===== src/rtl/vga_overlay_ctrl_pkg.sv =====
// ----------------------------------------------------------------------------
// vga_overlay_pkg
// Shared types and constants for the VGA overlay controller slice.
//   state_t      : converter FSM state (IDLE, CONV)
//   bcd_digit_t  : one BCD digit
//   MAX_VAL      : largest displayable value, larger inputs saturate to it
//   DD_ITERS     : double-dabble iterations for a 10-bit binary input
//   clamp10      : clamp a 10-bit coordinate into [lo, hi]
//   step_toward  : move a coordinate toward a target by at most 'step'
// ----------------------------------------------------------------------------
package vga_overlay_pkg;

    typedef enum logic {
        IDLE = 1'b0,
        CONV = 1'b1
    } state_t;

    typedef logic [3:0] bcd_digit_t;

    localparam logic [9:0] MAX_VAL  = 10'd999;
    localparam logic [3:0] DD_ITERS = 4'd10;

    function automatic logic [9:0] clamp10(input logic [9:0] v,
                                           input logic [9:0] lo,
                                           input logic [9:0] hi);
        if (v < lo)      return lo;
        else if (v > hi) return hi;
        else             return v;
    endfunction

    function automatic logic [9:0] step_toward(input logic [9:0] cur,
                                               input logic [9:0] tgt,
                                               input logic [9:0] step);
        if (tgt > cur) return ((tgt - cur) > step) ? (cur + step) : tgt;
        else           return ((cur - tgt) > step) ? (cur - step) : tgt;
    endfunction

endpackage


===== src/rtl/vga_overlay_ctrl_if.sv =====
// ----------------------------------------------------------------------------
// vga_overlay_ctrl_if
// Groups the upstream value handshake and marker position update signals.
//   val_in/val_valid/val_ready : binary value 0..999 with valid/ready
//   pos_x_in/pos_y_in/pos_valid: requested marker position, no backpressure
// master drives requests, slave (the controller) returns val_ready.
// ----------------------------------------------------------------------------
interface vga_overlay_ctrl_if;
    logic [9:0] val_in;
    logic       val_valid;
    logic       val_ready;
    logic [9:0] pos_x_in;
    logic [9:0] pos_y_in;
    logic       pos_valid;

    modport master (
        output val_in, val_valid, pos_x_in, pos_y_in, pos_valid,
        input  val_ready
    );

    modport slave (
        input  val_in, val_valid, pos_x_in, pos_y_in, pos_valid,
        output val_ready
    );
endinterface


===== src/rtl/vga_overlay_ctrl_bcd_dd10.sv =====
// ----------------------------------------------------------------------------
// bcd_dd10
// Sequential double-dabble: converts a 10-bit binary value to three BCD
// digits, one adjust+shift iteration per clock, DD_ITERS iterations.
//   clk, reset_n : clock, async active-low reset
//   start        : load bin_in and begin converting (ignored while busy)
//   bin_in       : binary value, expected <= 999
//   done         : high during the final iteration; hun/ten/one are valid
//                  in that same cycle (they show the final shifted result)
//   hun/ten/one  : BCD digits
// ----------------------------------------------------------------------------
module bcd_dd10
    import vga_overlay_pkg::*;
(
    input  logic       clk,
    input  logic       reset_n,
    input  logic       start,
    input  logic [9:0] bin_in,
    output logic       done,
    output bcd_digit_t hun,
    output bcd_digit_t ten,
    output bcd_digit_t one
);

    // {bcd[11:0], bin[9:0]} shift register
    logic [21:0] sr_q, sr_d;
    logic [3:0]  iter_q, iter_d;
    logic        busy_q, busy_d;
    logic [21:0] adj;
    logic [21:0] shifted;

    always_ff @(posedge clk or negedge reset_n) begin
        if (!reset_n) begin
            sr_q   <= '0;
            iter_q <= '0;
            busy_q <= 1'b0;
        end else begin
            sr_q   <= sr_d;
            iter_q <= iter_d;
            busy_q <= busy_d;
        end
    end

    always_comb begin
        adj = sr_q;
        for (int i = 0; i < 3; i++) begin
            if (adj[10 + 4*i +: 4] >= 4'd5)
                adj[10 + 4*i +: 4] = adj[10 + 4*i +: 4] + 4'd3;
        end
        shifted = adj << 1;

        sr_d   = sr_q;
        iter_d = iter_q;
        busy_d = busy_q;
        if (busy_q) begin
            sr_d   = shifted;
            iter_d = iter_q + 4'd1;
            if (iter_q == DD_ITERS - 4'd1)
                busy_d = 1'b0;
        end else if (start) begin
            sr_d   = {12'd0, bin_in};
            iter_d = '0;
            busy_d = 1'b1;
        end
    end

    // Digits are taken from the in-flight shift so the result is usable in
    // the same cycle as done, saving a cycle of latency.
    assign done = busy_q && (iter_q == DD_ITERS - 4'd1);
    assign hun  = shifted[21:18];
    assign ten  = shifted[17:14];
    assign one  = shifted[13:10];

endmodule


===== src/rtl/vga_overlay_ctrl.sv =====
// ----------------------------------------------------------------------------
// vga_overlay_ctrl
// Feeds the VGA pattern generator's overlay inputs. Values are converted to
// BCD, positions are clamped to the visible area, and everything is committed
// to the outputs only at the falling edge of vga_vs so a frame never mixes
// old and new overlay data.
// Ports:
//   clk, reset_n       : pixel clock, async active-low reset
//   bus (slave)        : val_in/val_valid/val_ready, pos_x_in/pos_y_in/pos_valid
//   vga_vs             : generator vertical sync, low during the pulse
//   point_x, point_y   : committed marker position
//   bai, shi, ge       : committed hundreds/tens/units digits
//   overflow           : committed value was saturated to 999
//   frame_commit       : one-cycle pulse on each commit
// Build option: define VGA_POS_SLEW_EN to limit marker motion to SLEW_STEP
// pixels per frame per axis; otherwise the marker jumps to its target.
// ----------------------------------------------------------------------------
module vga_overlay_ctrl
    import vga_overlay_pkg::*;
#(
    parameter int X_MIN     = 10,
    parameter int X_MAX     = 629,
    parameter int Y_MIN     = 10,
    parameter int Y_MAX     = 469,
    parameter int POS_X_RST = 461,
    parameter int POS_Y_RST = 190,
    parameter int SLEW_STEP = 4
) (
    input  logic                 clk,
    input  logic                 reset_n,
    vga_overlay_ctrl_if.slave    bus,
    input  logic                 vga_vs,
    output logic [9:0]           point_x,
    output logic [9:0]           point_y,
    output bcd_digit_t           bai,
    output bcd_digit_t           shi,
    output bcd_digit_t           ge,
    output logic                 overflow,
    output logic                 frame_commit
);

    if (SLEW_STEP < 1 || SLEW_STEP > 1023) begin : g_bad_slew_step
        $error("SLEW_STEP must be in 1..1023");
    end

    state_t     state_q, state_d;
    logic       sat_q, sat_d;
    logic       pending_q, pending_d;
    logic       vs_q, vs_d;
    bcd_digit_t sh_bai_q, sh_bai_d, sh_shi_q, sh_shi_d, sh_ge_q, sh_ge_d;
    logic       sh_ovf_q, sh_ovf_d;
    logic [9:0] sh_x_q, sh_x_d, sh_y_q, sh_y_d;
    logic [9:0] point_x_q, point_x_d, point_y_q, point_y_d;
    bcd_digit_t bai_q, bai_d, shi_q, shi_d, ge_q, ge_d;
    logic       overflow_q, overflow_d;
    logic       frame_commit_q, frame_commit_d;

    logic       strobe;
    logic       dd_start, dd_done;
    logic [9:0] dd_bin;
    bcd_digit_t dd_hun, dd_ten, dd_one;

    bcd_dd10 u_dd (
        .clk     (clk),
        .reset_n (reset_n),
        .start   (dd_start),
        .bin_in  (dd_bin),
        .done    (dd_done),
        .hun     (dd_hun),
        .ten     (dd_ten),
        .one     (dd_one)
    );

    always_ff @(posedge clk or negedge reset_n) begin
        if (!reset_n) begin
            state_q        <= IDLE;
            sat_q          <= 1'b0;
            pending_q      <= 1'b0;
            vs_q           <= 1'b0;
            sh_bai_q       <= '0;
            sh_shi_q       <= '0;
            sh_ge_q        <= '0;
            sh_ovf_q       <= 1'b0;
            sh_x_q         <= 10'(POS_X_RST);
            sh_y_q         <= 10'(POS_Y_RST);
            point_x_q      <= 10'(POS_X_RST);
            point_y_q      <= 10'(POS_Y_RST);
            bai_q          <= '0;
            shi_q          <= '0;
            ge_q           <= '0;
            overflow_q     <= 1'b0;
            frame_commit_q <= 1'b0;
        end else begin
            state_q        <= state_d;
            sat_q          <= sat_d;
            pending_q      <= pending_d;
            vs_q           <= vs_d;
            sh_bai_q       <= sh_bai_d;
            sh_shi_q       <= sh_shi_d;
            sh_ge_q        <= sh_ge_d;
            sh_ovf_q       <= sh_ovf_d;
            sh_x_q         <= sh_x_d;
            sh_y_q         <= sh_y_d;
            point_x_q      <= point_x_d;
            point_y_q      <= point_y_d;
            bai_q          <= bai_d;
            shi_q          <= shi_d;
            ge_q           <= ge_d;
            overflow_q     <= overflow_d;
            frame_commit_q <= frame_commit_d;
        end
    end

    always_comb begin
        state_d        = state_q;
        sat_d          = sat_q;
        pending_d      = pending_q;
        vs_d           = vga_vs;
        sh_bai_d       = sh_bai_q;
        sh_shi_d       = sh_shi_q;
        sh_ge_d        = sh_ge_q;
        sh_ovf_d       = sh_ovf_q;
        sh_x_d         = sh_x_q;
        sh_y_d         = sh_y_q;
        point_x_d      = point_x_q;
        point_y_d      = point_y_q;
        bai_d          = bai_q;
        shi_d          = shi_q;
        ge_d           = ge_q;
        overflow_d     = overflow_q;
        frame_commit_d = 1'b0;
        dd_start       = 1'b0;
        dd_bin         = (bus.val_in > MAX_VAL) ? MAX_VAL : bus.val_in;
        strobe         = vs_q && !vga_vs;

        // Commit reads only _q shadows, so a shadow written on this same
        // edge lands in the next frame instead.
        if (strobe) begin
`ifdef VGA_POS_SLEW_EN
            point_x_d = step_toward(point_x_q, sh_x_q, 10'(SLEW_STEP));
            point_y_d = step_toward(point_y_q, sh_y_q, 10'(SLEW_STEP));
`else
            point_x_d = sh_x_q;
            point_y_d = sh_y_q;
`endif
            if (pending_q) begin
                bai_d      = sh_bai_q;
                shi_d      = sh_shi_q;
                ge_d       = sh_ge_q;
                overflow_d = sh_ovf_q;
            end
            pending_d      = 1'b0;
            frame_commit_d = 1'b1;
        end

        // Evaluated after the strobe so a completion on the strobe edge
        // keeps pending set for the following frame.
        case (state_q)
            IDLE: begin
                if (bus.val_valid) begin
                    dd_start = 1'b1;
                    sat_d    = bus.val_in > MAX_VAL;
                    state_d  = CONV;
                end
            end
            CONV: begin
                if (dd_done) begin
                    sh_bai_d  = dd_hun;
                    sh_shi_d  = dd_ten;
                    sh_ge_d   = dd_one;
                    sh_ovf_d  = sat_q;
                    pending_d = 1'b1;
                    state_d   = IDLE;
                end
            end
            default: state_d = IDLE;
        endcase

        if (bus.pos_valid) begin
            sh_x_d = clamp10(bus.pos_x_in, 10'(X_MIN), 10'(X_MAX));
            sh_y_d = clamp10(bus.pos_y_in, 10'(Y_MIN), 10'(Y_MAX));
        end
    end

    assign bus.val_ready = (state_q == IDLE);
    assign point_x       = point_x_q;
    assign point_y       = point_y_q;
    assign bai           = bai_q;
    assign shi           = shi_q;
    assign ge            = ge_q;
    assign overflow      = overflow_q;
    assign frame_commit  = frame_commit_q;

endmodule


===== src/flat_wrapper.sv =====
// flat-port wrapper written by rule: the top's interface ports become plain ports
module vga_overlay_ctrl_flat import vga_overlay_pkg::*;
#(
    parameter int X_MIN     = 10,
    parameter int X_MAX     = 629,
    parameter int Y_MIN     = 10,
    parameter int Y_MAX     = 469,
    parameter int POS_X_RST = 461,
    parameter int POS_Y_RST = 190,
    parameter int SLEW_STEP = 4
)
  (clk, reset_n, vga_vs, point_x, point_y, bai, shi, ge, overflow, frame_commit, bus_val_in, bus_val_valid, bus_pos_x_in, bus_pos_y_in, bus_pos_valid, bus_val_ready);
  vga_overlay_ctrl_if bus_i ();
  input  logic clk;
  input  logic reset_n;
  input  logic vga_vs;
  output logic [9:0] point_x;
  output logic [9:0] point_y;
  output bcd_digit_t bai;
  output bcd_digit_t shi;
  output bcd_digit_t ge;
  output logic overflow;
  output logic frame_commit;
  input wire logic [$bits(bus_i.val_in)-1:0] bus_val_in;
  input wire logic [$bits(bus_i.val_valid)-1:0] bus_val_valid;
  input wire logic [$bits(bus_i.pos_x_in)-1:0] bus_pos_x_in;
  input wire logic [$bits(bus_i.pos_y_in)-1:0] bus_pos_y_in;
  input wire logic [$bits(bus_i.pos_valid)-1:0] bus_pos_valid;
  output wire logic [$bits(bus_i.val_ready)-1:0] bus_val_ready;
  assign bus_i.val_in = bus_val_in;
  assign bus_i.val_valid = bus_val_valid;
  assign bus_i.pos_x_in = bus_pos_x_in;
  assign bus_i.pos_y_in = bus_pos_y_in;
  assign bus_i.pos_valid = bus_pos_valid;
  assign bus_val_ready = bus_i.val_ready;
  vga_overlay_ctrl #(.X_MIN(X_MIN), .X_MAX(X_MAX), .Y_MIN(Y_MIN), .Y_MAX(Y_MAX), .POS_X_RST(POS_X_RST), .POS_Y_RST(POS_Y_RST), .SLEW_STEP(SLEW_STEP)) u_core (.clk(clk), .reset_n(reset_n), .bus(bus_i), .vga_vs(vga_vs), .point_x(point_x), .point_y(point_y), .bai(bai), .shi(shi), .ge(ge), .overflow(overflow), .frame_commit(frame_commit));
endmodule

===== config.mk =====
export PLATFORM = sky130hd
export DESIGN_NAME = vga_overlay_ctrl_flat
export DESIGN_NICKNAME = d
export VERILOG_FILES = /design/src/rtl/vga_overlay_ctrl_pkg.sv /design/src/rtl/vga_overlay_ctrl_if.sv /design/src/rtl/vga_overlay_ctrl_bcd_dd10.sv /design/src/rtl/vga_overlay_ctrl.sv /design/src/flat_wrapper.sv
export SDC_FILE = /design/constraint.sdc
export NUM_CORES = 1
export LEC_CHECK = 0
export BUFFER_PORTS_ARGS = -buffer_cell sky130_fd_sc_hd__buf_2
export CAP_MARGIN = 10
export CORE_MARGIN = 2
export CORE_UTILIZATION = 30
export CTS_BUF_LIST = sky130_fd_sc_hd__clkbuf_2 sky130_fd_sc_hd__clkbuf_4 sky130_fd_sc_hd__clkbuf_8
export CTS_CLUSTER_DIAMETER = 60
export DETAILED_ROUTE_END_ITERATION = 10
export SLEW_MARGIN = 5
export SYNTH_ARGS = -nofsm -noshare
export SYNTH_HDL_FRONTEND = slang
export SYNTH_SLANG_ARGS = --single-unit

===== constraint.sdc =====
create_clock -name clk -period 2 [get_ports clk]
set_input_delay 0.2 -clock clk [delete_from_list [all_inputs] [get_ports clk]]
set_output_delay 0.2 -clock clk [all_outputs]
set_load 0.05 [all_outputs]

; ---- Word level (Yosys, flattened, before mapping)
; Cells that the tools add are included.
[totals]
reg_bits = 98
inputBits = 35
output_inout_bits = 35
[op_classes]
n_addsub = 4
magnitude_cmp = 8
n_eq_ne = 1
muxes = 23
n_bitwise = 1
reduce_logical = 7
[ops]
columns = op, n
row1 = 2-to-1 mux 10 bit, 5
row2 = 2-to-1 mux 22 bit, 2
row3 = greater-than comparator 10 bit (second input constant), 2
row4 = less-than comparator 10 x 4 -> 1 bit (second input constant), 2
row5 = 2-to-1 mux 4 bit, 4
row6 = greater-or-equal comparator 4 x 3 -> 1 bit (second input constant), 3
row7 = greater-than comparator 10 x 9 -> 1 bit (second input constant), 1
row8 = 2-to-1 mux 1 bit, 10
row9 = adder 4 x 2 -> 4 bit (second input constant), 2
row10 = AND reduction 2 bit, 3
row11 = adder 4 x 1 -> 4 bit (second input constant), 1
row12 = == test 4 bit (second input constant), 1
row13 = adder 3 x 2 -> 3 bit (second input constant), 1
row14 = 2-to-1 mux 3 bit, 1
row15 = logical AND 1 bit, 2
row16 = case mux 1 bit (2 select lines), 1
row17 = nonzero test 2 bit, 1
row18 = zero test 1 bit, 1
row19 = inverter 1 bit, 1

; ---- Longest topological paths before layout
; Gate-level depths: netlist of run 1.
[logic_depth]
ltp_word = 5
ltp_mapped = 7
depth_no_buf = 6

; ---- Hierarchy
; From an unflattened synthesis of run 1, not the netlist that was laid out.
[unflattened]
hier_cells = 405
hier_area_um2 = 4690.7
[modules_own_cells]
columns = module, n_inst, cells_per_inst, area_per_inst_um2, seq_area_each_um2
row1 = vga_overlay_ctrl, 1, 217, 2981.6, 1806.7
row2 = bcd_dd10, 1, 188, 1709.1, 675.6

; ---- Least setup slack after synthesis of run 1
; OpenSTA, ideal clock, no wires.
[synth_timing]
kind = register -> register
from = register u_core.u_dd.sr_q[18]
to = register u_core.sh_bai_q[2]
arrival_time_ns = 1.408
required_ns = 1.917
path_slack_ns = 0.510
stages_incl_launch_ff = 7
path_cell_list = dfrtp_1 inv_1 ha_1 nand2b_1 a21oi_1 mux2_2 o21ai_0
[synth_via]
elab_chain_cells = 2
elab_cells_between_ends = 3
[synth_lines]
columns = item, line_no
row1 = start: declaration, vga_overlay_ctrl_bcd_dd10.sv:26  ; logic [21:0] sr_q, sr_d;
row2 = start signal: assignment, vga_overlay_ctrl_bcd_dd10.sv:38  ; sr_q <= sr_d;
row3 = greater-or-equal comparator 4 x 3 -> 1 bit or adder 3 x 2 -> 3 bit (tied branches), "vga_overlay_ctrl_bcd_dd10.sv:47, vga_overlay_ctrl_bcd_dd10.sv:48"
row4 = 2-to-1 mux 3 bit *, vga_overlay_ctrl_bcd_dd10.sv:47  ; if (adj[10 + 4*i +: 4] >= 4'd5)
row5 = end signal: assignment, vga_overlay_ctrl.sv:98  ; sh_bai_q <= sh_bai_d;
row6 = end: declaration, vga_overlay_ctrl.sv:50  ; bcd_digit_t sh_bai_q, sh_bai_d, sh_shi_q, sh_shi_d, sh_ge_q, sh_ge_d;
; Every way passes the cells marked *; elsewhere a longest branch is shown, timed or not.
; A chain may end at the register's enable or synchronous reset.

; ---- Worst setup path in the final report of run 1
; Same ends and word-level chain as after synthesis.

==> results of run 1 <==
## critical path: stages (launching register included)
cell and delay, ps:
dfrtp_1 430, inv_1 70, ha_1 220, nand2b_1 80, a21oi_1 230, mux2_2 370
o21ai_0 140
## cells by family (layout without fill, tap and decap cells)
logic type	after synthesis	after routing
AO/OA/AOI/OAI	68	68
XOR/XNOR	5	5
adder cells (fa/ha/maj)	8	8
buffers and inverters	34	113
flip-flops	98	98
multiplexers	59	59
AND/OR/NAND/NOR	93	93
## synthesized netlist by cell type (3+ instances only)
library cell,n
a21oi_1,17
inv_1,18
nand2_1,31
nor2_1,23
dfstp_2,24
nor3b_1,6
o22ai_1,7
nand3b_1,3
o21ai_0,30
clkbuf_1,5
nor2b_1,6
ha_1,8
buf_2,8
mux2_4,6
dfrtp_1,74
mux2_2,39
mux2i_1,14
xnor2_1,4
nand2b_1,4
nand3_1,8
nand4_1,3
## per-layer routing
| layer | global-route usage | vias up | routed length [um] |
|---|---|---|---|
| li1 | - | 1413 | - |
| met5 | 0 | - | 0 |
| met2 | 0.186 | 45 | 4000 |
| met4 | 0.0575 | 0 | 179 |
| met1 | 0.168 | 1421 | 4210 |
| met3 | 0.0316 | 16 | 385 |
## repair_timing
item / CTS / global route
hold buffers: 2 / 0
hold endpoints to repair: 75 / 0
setup buffers: 0 / 0
## flip-flops by register name, indices dropped and copies added (netlist names), 10 cells and up
signal	count
u_core.point_x	10
u_core.point_y	10
u_core.sh_x_q	10
u_core.sh_y_q	10
u_core.u_dd.sr_q	22
## worst paths after layout
check	slack, ps	to	startpoint
hold / removal	80	u_core.u_dd.sr_q[3]	bus_val_in[3]
max in group asynchronous	1150	u_core.point_y[1]	reset_n
setup / recovery	390	u_core.sh_bai_q[2]	u_core.u_dd.sr_q[18]
hold reg to reg	490	u_core.u_dd.sr_q[9]	u_core.u_dd.sr_q[8]
min in group asynchronous	440	u_core.sh_x_q[1]	reset_n
setup reg to reg	390	u_core.sh_bai_q[2]	u_core.u_dd.sr_q[18]
## power breakdown
group          switching [W]  total [W]  internal [W]
clock network       0.000707    0.00121      0.000505
logic                0.00158    0.00260       0.00101
registers           0.000376    0.00299       0.00261
total                0.00267    0.00680       0.00413
## metrics by stage
step / cell area, um2 / hold WS, ps / total power, W / setup WS (ps) / instances
after floorplan: 4290 / -95.6 / 0.00497 / 510 / 365
after global placement: 4860 / 294 / 0.00553 / 462 / 606
after detailed placement: 4860 / 307 / 0.00566 / 363 / 606
after CTS: 5060 / 58.0 / 0.00690 / 371 / 624
after global routing: 5060 / 55.9 / 0.00728 / 249 / 624
final: 5060 / 75.8 / 0.00680 / 393 / 624
## cell type report
class                      count  area [um2]
clock buffer                  11         145
clock inverter                 5        37.5
fill                        1399        8870
inverter                      18        67.6
multi-input combinational    233        1670
sequential                    98        2480
tap                          180         225
timing repair buffer          79         440
==> flow_summary_export.csv, run 1 <==
group,metric,value,unit
yosys,synth_fa_ha_area_frac,0.0233,
route,dr.pass1.iters,4,
clock_tree,clkSinkCount,98,
floorplanning,dieArea,15300,um2
route,ant_nets,0,
clock_tree,cts_made_buffers,9,
yosys,ys_types,41,
yosys,yosysTopAreaCellShare,0.431,
floorplanning,die_w,124,um
yosys,synth_area_leader_cell,"dfrtp_1",
sta,grt_setup_unrepaired,"no",
sta,slew_headroom,0.646,
yosys,yosysSeqAreaShare,0.578,
yosys,synth_top_cells_by_area,"dfrtp_1 (43%), dfstp_2 (15%), mux2_2 (10%)",
yosys,ys_ff_latch,98,
sta,finClkSkew,11.1,ps
route,vias,2895,
power,p_leak,2.35,nW
worst_setup_path,required,2290,ps
yosys,synth_top_flop_cell,"dfrtp_1",
sta,finalSetupViolations,0,
yosys,muxShareOfSynthArea,0.156,
floorplanning,top_level_ports,70,
grt,grt_pass1_vias,2942,
layout,final_common_cell,"dfrtp_1",
grt,grt_start_max_net_pins,99,
yosys,synthArstFlopShare,1.00,
worst_setup_path,ff2ff_path_depth,6,
grt,grt_antenna_before_repair,0,
route,routedWlPerCell,14.1,um
route,drc_errors,0,
yosys,synthCells,365,
status,status,"completed",
clock_tree,path_clk_slew,100,ps
layout,nNetsFinal,482,
worst_hold_path,hold_depth,3,
yosys,synth-compound-area-share,0.0924,
floorplanning,num_rows,43,
power,p_per_area,1340,nW/um2
place,gp_congestion,0.811,
worst_setup_path,critPathKind,"reg -> reg",
yosys,netlist_area,4290,um2
grt,grt_pass1_wl,14.7,mm
floorplanning,start_util,0.308,
grt,grt-ovfl-total,0,
layout,antennaDiodeCount,0,
yosys,synth_edf_count,0,
floorplanning,fp.dieH,124,um
place,portBuffers,69,
clock_tree,cts_resized,0,
yosys,synth_top_family_by_area,"multiplexers",
sta,fmax,0.622,GHz
worst_setup_path,cp_max_fo,5,
clock_tree,clockRootBuffer,"clkbuf_8",
power,ir_worst_vdd,0.432,mV
route,wl,8.77,mm
layout,drive_above_1_share,0.376,
sta,worst_pin_slew,531,ps
yosys,synthesis.nets,408,
layout,postLayoutCoreUtil,0.363,
grt,grt_usage,0.124,
clock_tree,h-tree-depth,3,
run,cap_viol_max_count,0,
layout,syn2layout_area_growth,18.0,%
yosys,synth_xor_area_frac,0.0102,
route,initialDrtViolationCount,135,
sta,slew_viol_final,0,
place,dpl.hpwl,6.04,mm
route,viasPerCell,4.64,
clock_tree,cts_buffer_depth,2,
floorplanning,design.core.area,13900,um2
sta,period_share,0.803,
worst_setup_path,crit_path_start_kind,"register",
sta,hold_viol,0,
yosys,yosys.area_share.simple,0.106,
sta,min_period,1610,ps
worst_hold_path,worstHoldPathType,"in -> reg",
clock_tree,clk_latency,360,ps
worst_setup_path,cp-end-kind,"register",
layout,final_cell_mix,"dfrtp_1 (74), buf_2 (68), mux2_2 (39)",
clock_tree,cts_tree,"done",
worst_setup_path,arrival,1900,ps
yosys,syn_avg_cell_area,11.8,um2
yosys,synth_warnings,0,
sta,fin_setup_tns,0,ps
Power figures use the tool's default switching activity.
==> run 2: changes to the inputs <==
--- a/config.mk
+++ b/config.mk
@@ -5,6 +5,7 @@
 export SDC_FILE = /design/constraint.sdc
 export NUM_CORES = 1
 export LEC_CHECK = 0
+export ABC_AREA = 1
 export BUFFER_PORTS_ARGS = -buffer_cell sky130_fd_sc_hd__buf_2
 export CAP_MARGIN = 10
 export CORE_MARGIN = 2
==> constraint.sdc (replaced) <==
create_clock -name clk -period 1.4 [get_ports clk]
set_input_delay 0.14 -clock clk [delete_from_list [all_inputs] [get_ports clk]]
set_output_delay 0.14 -clock clk [all_outputs]
set_load 0.05 [all_outputs]
==> flow_summary_export.csv, run 2 <==
group,metric,value,unit
yosys,ys_ff_latch,98,
grt,grt_usage,0.130,
power,p_per_area,1960,nW/um2
grt,grt-ovfl-total,0,
place,dpl.hpwl,6.73,mm
floorplanning,die_w,124,um
worst_setup_path,required,1640,ps
layout,antennaDiodeCount,0,
power,ir_worst_vdd,0.682,mV
layout,largest_register_ffs,22,
yosys,synthesis.nets,530,
run,cap_viol_max_count,0,
floorplanning,design.core.area,13900,um2
sta,min_period,1400,ps
yosys,yosysMostFrequentCell,"nand2_1",
floorplanning,start_util,0.309,
route,ant_nets,0,
grt,grt_antenna_before_repair,0,
worst_setup_path,cp_max_fo,4,
yosys,synth_top_flop_cell,"dfrtp_1",
power,seq_power_share,0.407,
yosys,netlist_area,4310,um2
yosys,synth_common_cells,"nand2_1 (158), dfrtp_1 (74), o21ai_0 (54)",
floorplanning,top_level_ports,70,
route,wl,9.55,mm
grt,gr-usage-met1,0.162,
sta,slew_viol_final,0,
sta,grt_setup_unrepaired,"yes",
layout,nNetsFinal,624,
yosys,syn_avg_cell_area,8.84,um2
yosys,synth_warnings,0,
worst_setup_path,arrival,1640,ps
place,gp_congestion,0.790,
sta,holdWs,27.6,ps
yosys,yosysTopAreaCellShare,0.430,
status,violations,"setup timing",
sta,hold_viol,0,
floorplanning,num_rows,43,
sta,slew_headroom,0.678,
yosys,synth_top_cells_by_area,"dfrtp_1 (43%), dfstp_2 (15%), nand2_1 (14%)",
power,p_clk_frac,0.175,
sta,fin_ws,-0.768,ps
worst_setup_path,cp-end-kind,"register",
sta,finClkSkew,11.5,ps
worst_hold_path,worstHoldPathType,"in -> reg",
grt,top_usage_layer,"met2",
layout,postLayoutCoreUtil,0.382,
layout,top_register,"u_core.u_dd.sr_q",
yosys,synth_area_leader_cell,"dfrtp_1",
place,dp_worst_setup_slack,-38.1,ps
route,routedWlPerCell,12.5,um
status,status,"finished with violations",
grt,use_met2,0.218,
grt,grt_pass1_vias,3425,
layout,fill_cells,1369,
place,numPlacedInstances,736,
grt,grt_start_max_net_pins,40,
layout,final_cells,766,
yosys,ys_types,24,
yosys,synthArstFlopShare,1.00,
sta,fmax,0.714,GHz
route,vias,3460,
clock_tree,clkSinkCount,98,
sta,period_share,1.00,
clock_tree,cts_made_buffers,9,
power,combPwrFrac,0.417,
clock_tree,clk_latency,360,ps
clock_tree,path_clk_slew,90,ps
layout,final_common_cell,"nand2_1",
clock_tree,h-tree-depth,3,
power,switching_share,0.416,
worst_setup_path,crit_path_start_kind,"register",
route,dr.pass1.iters,5,
power,p_leak,2.71,nW
floorplanning,dieArea,15300,um2
layout,syn2layout_area_growth,23.7,%
yosys,synth_edf_count,0,
yosys,yosysSeqAreaShare,0.576,
clock_tree,cts_tree,"done",
grt,grt_pass1_wl,15.6,mm
sta,worst_pin_slew,480,ps
sta,fin_setup_tns,-0.768,ps
layout,final_cell_mix,"nand2_1 (158), dfrtp_1 (74), buf_2 (68)",
route,initialDrtViolationCount,185,
route,viasPerCell,4.52,
place,portBuffers,69,
grt,gr-usage-met3,0.0211,
route,drc_errors,0,
floorplanning,fp.dieH,124,um
worst_setup_path,critPathKind,"reg -> reg",
power,p_int,0.00610,W
sta,finalSetupViolations,1,
yosys,synthCells,487,
layout,drive_above_1_share,0.292,
power,p_switching,0.00434,W
clock_tree,clockRootBuffer,"clkbuf_8",
clock_tree,cts_buffer_depth,2,
-- run 2: logic make-up after synthesis --
logic type,share of synthesized area
simple gates,0.224
flops,0.576
compound gates,0.0886
buf+inv,0.0671
fa+ha+maj,0.0232
mux,0.0209
-- run 2: what timing repair did --
item,4_1_cts,5_1_grt
hold buffers,3,0
buffers inserted,4,7
endpoints found under the hold margin,32,0
endpoints found under the setup margin,14,36
pin swaps,3,12
gates resized for setup,9,32
-- run 2: final timing paths --
check                      cells after the start                    to            startpoint  slack [ps]
max                                            9  u_core.u_dd.sr_q[16]  u_core.u_dd.sr_q[15]        -0.8
min                                            3      u_core.sh_x_q[9]       bus_pos_x_in[9]          30
max reg2reg                                    9  u_core.u_dd.sr_q[16]  u_core.u_dd.sr_q[15]        -0.8
min reg2reg                                    2     u_core.point_x[2]     u_core.point_x[2]         460
max in group asynchronous                      3     u_core.point_x[0]               reset_n         580
min in group asynchronous                      2     u_core.point_y[0]               reset_n         240
-- run 2: final cells by class --
class | count | area, um2 | share of cell area
Sequential cell | 98 | 2480 | 0.466
Tap cell | 180 | 225 | 0.0423
Multi-Input combinational cell | 325 | 1610 | 0.302
Inverter | 49 | 193 | 0.0362
Clock inverter | 7 | 77.6 | 0.0146
Clock buffer | 9 | 124 | 0.0232
Timing Repair Buffer | 98 | 618 | 0.116
-- run 2: worst max-delay path: stages (launching register included) --
cell and delay [ps]:
dfrtp_1 400, inv_2 110, ha_4 150, inv_2 40
nor2_2 90, nor2_1 50, nor2_1 160, nand2_1 130
nand3_2 90, o21ai_2 60
-- run 2: per-layer routing --
layer,routed length [um],part of all wire
met1,4320,0.45
met2,4780,0.50
met3,348,0.036
met4,105,0.011
met5,0,0
-- run 2: power groups by stage --
stage | clock [W] | combinational, W | sequential (W)
global placement | 0 | 0.00365 | 0.00426
global route | 0.00201 | 0.00483 | 0.00437
detailed placement | 0 | 0.00378 | 0.00429
finish | 0.00183 | 0.00436 | 0.00425
CTS | 0.00191 | 0.00392 | 0.00424
floorplan | 0 | 0.00207 | 0.00499
-- run 2: metrics by stage --
step | total power (W) | cell area, um2
3_5_place_dp | 0.00808 | 4930
6_report | 0.0104 | 5330
5_1_grt | 0.0112 | 5330
4_1_cts | 0.0101 | 5200
2_1_floorplan | 0.00705 | 4310
3_3_place_gp | 0.00790 | 4930
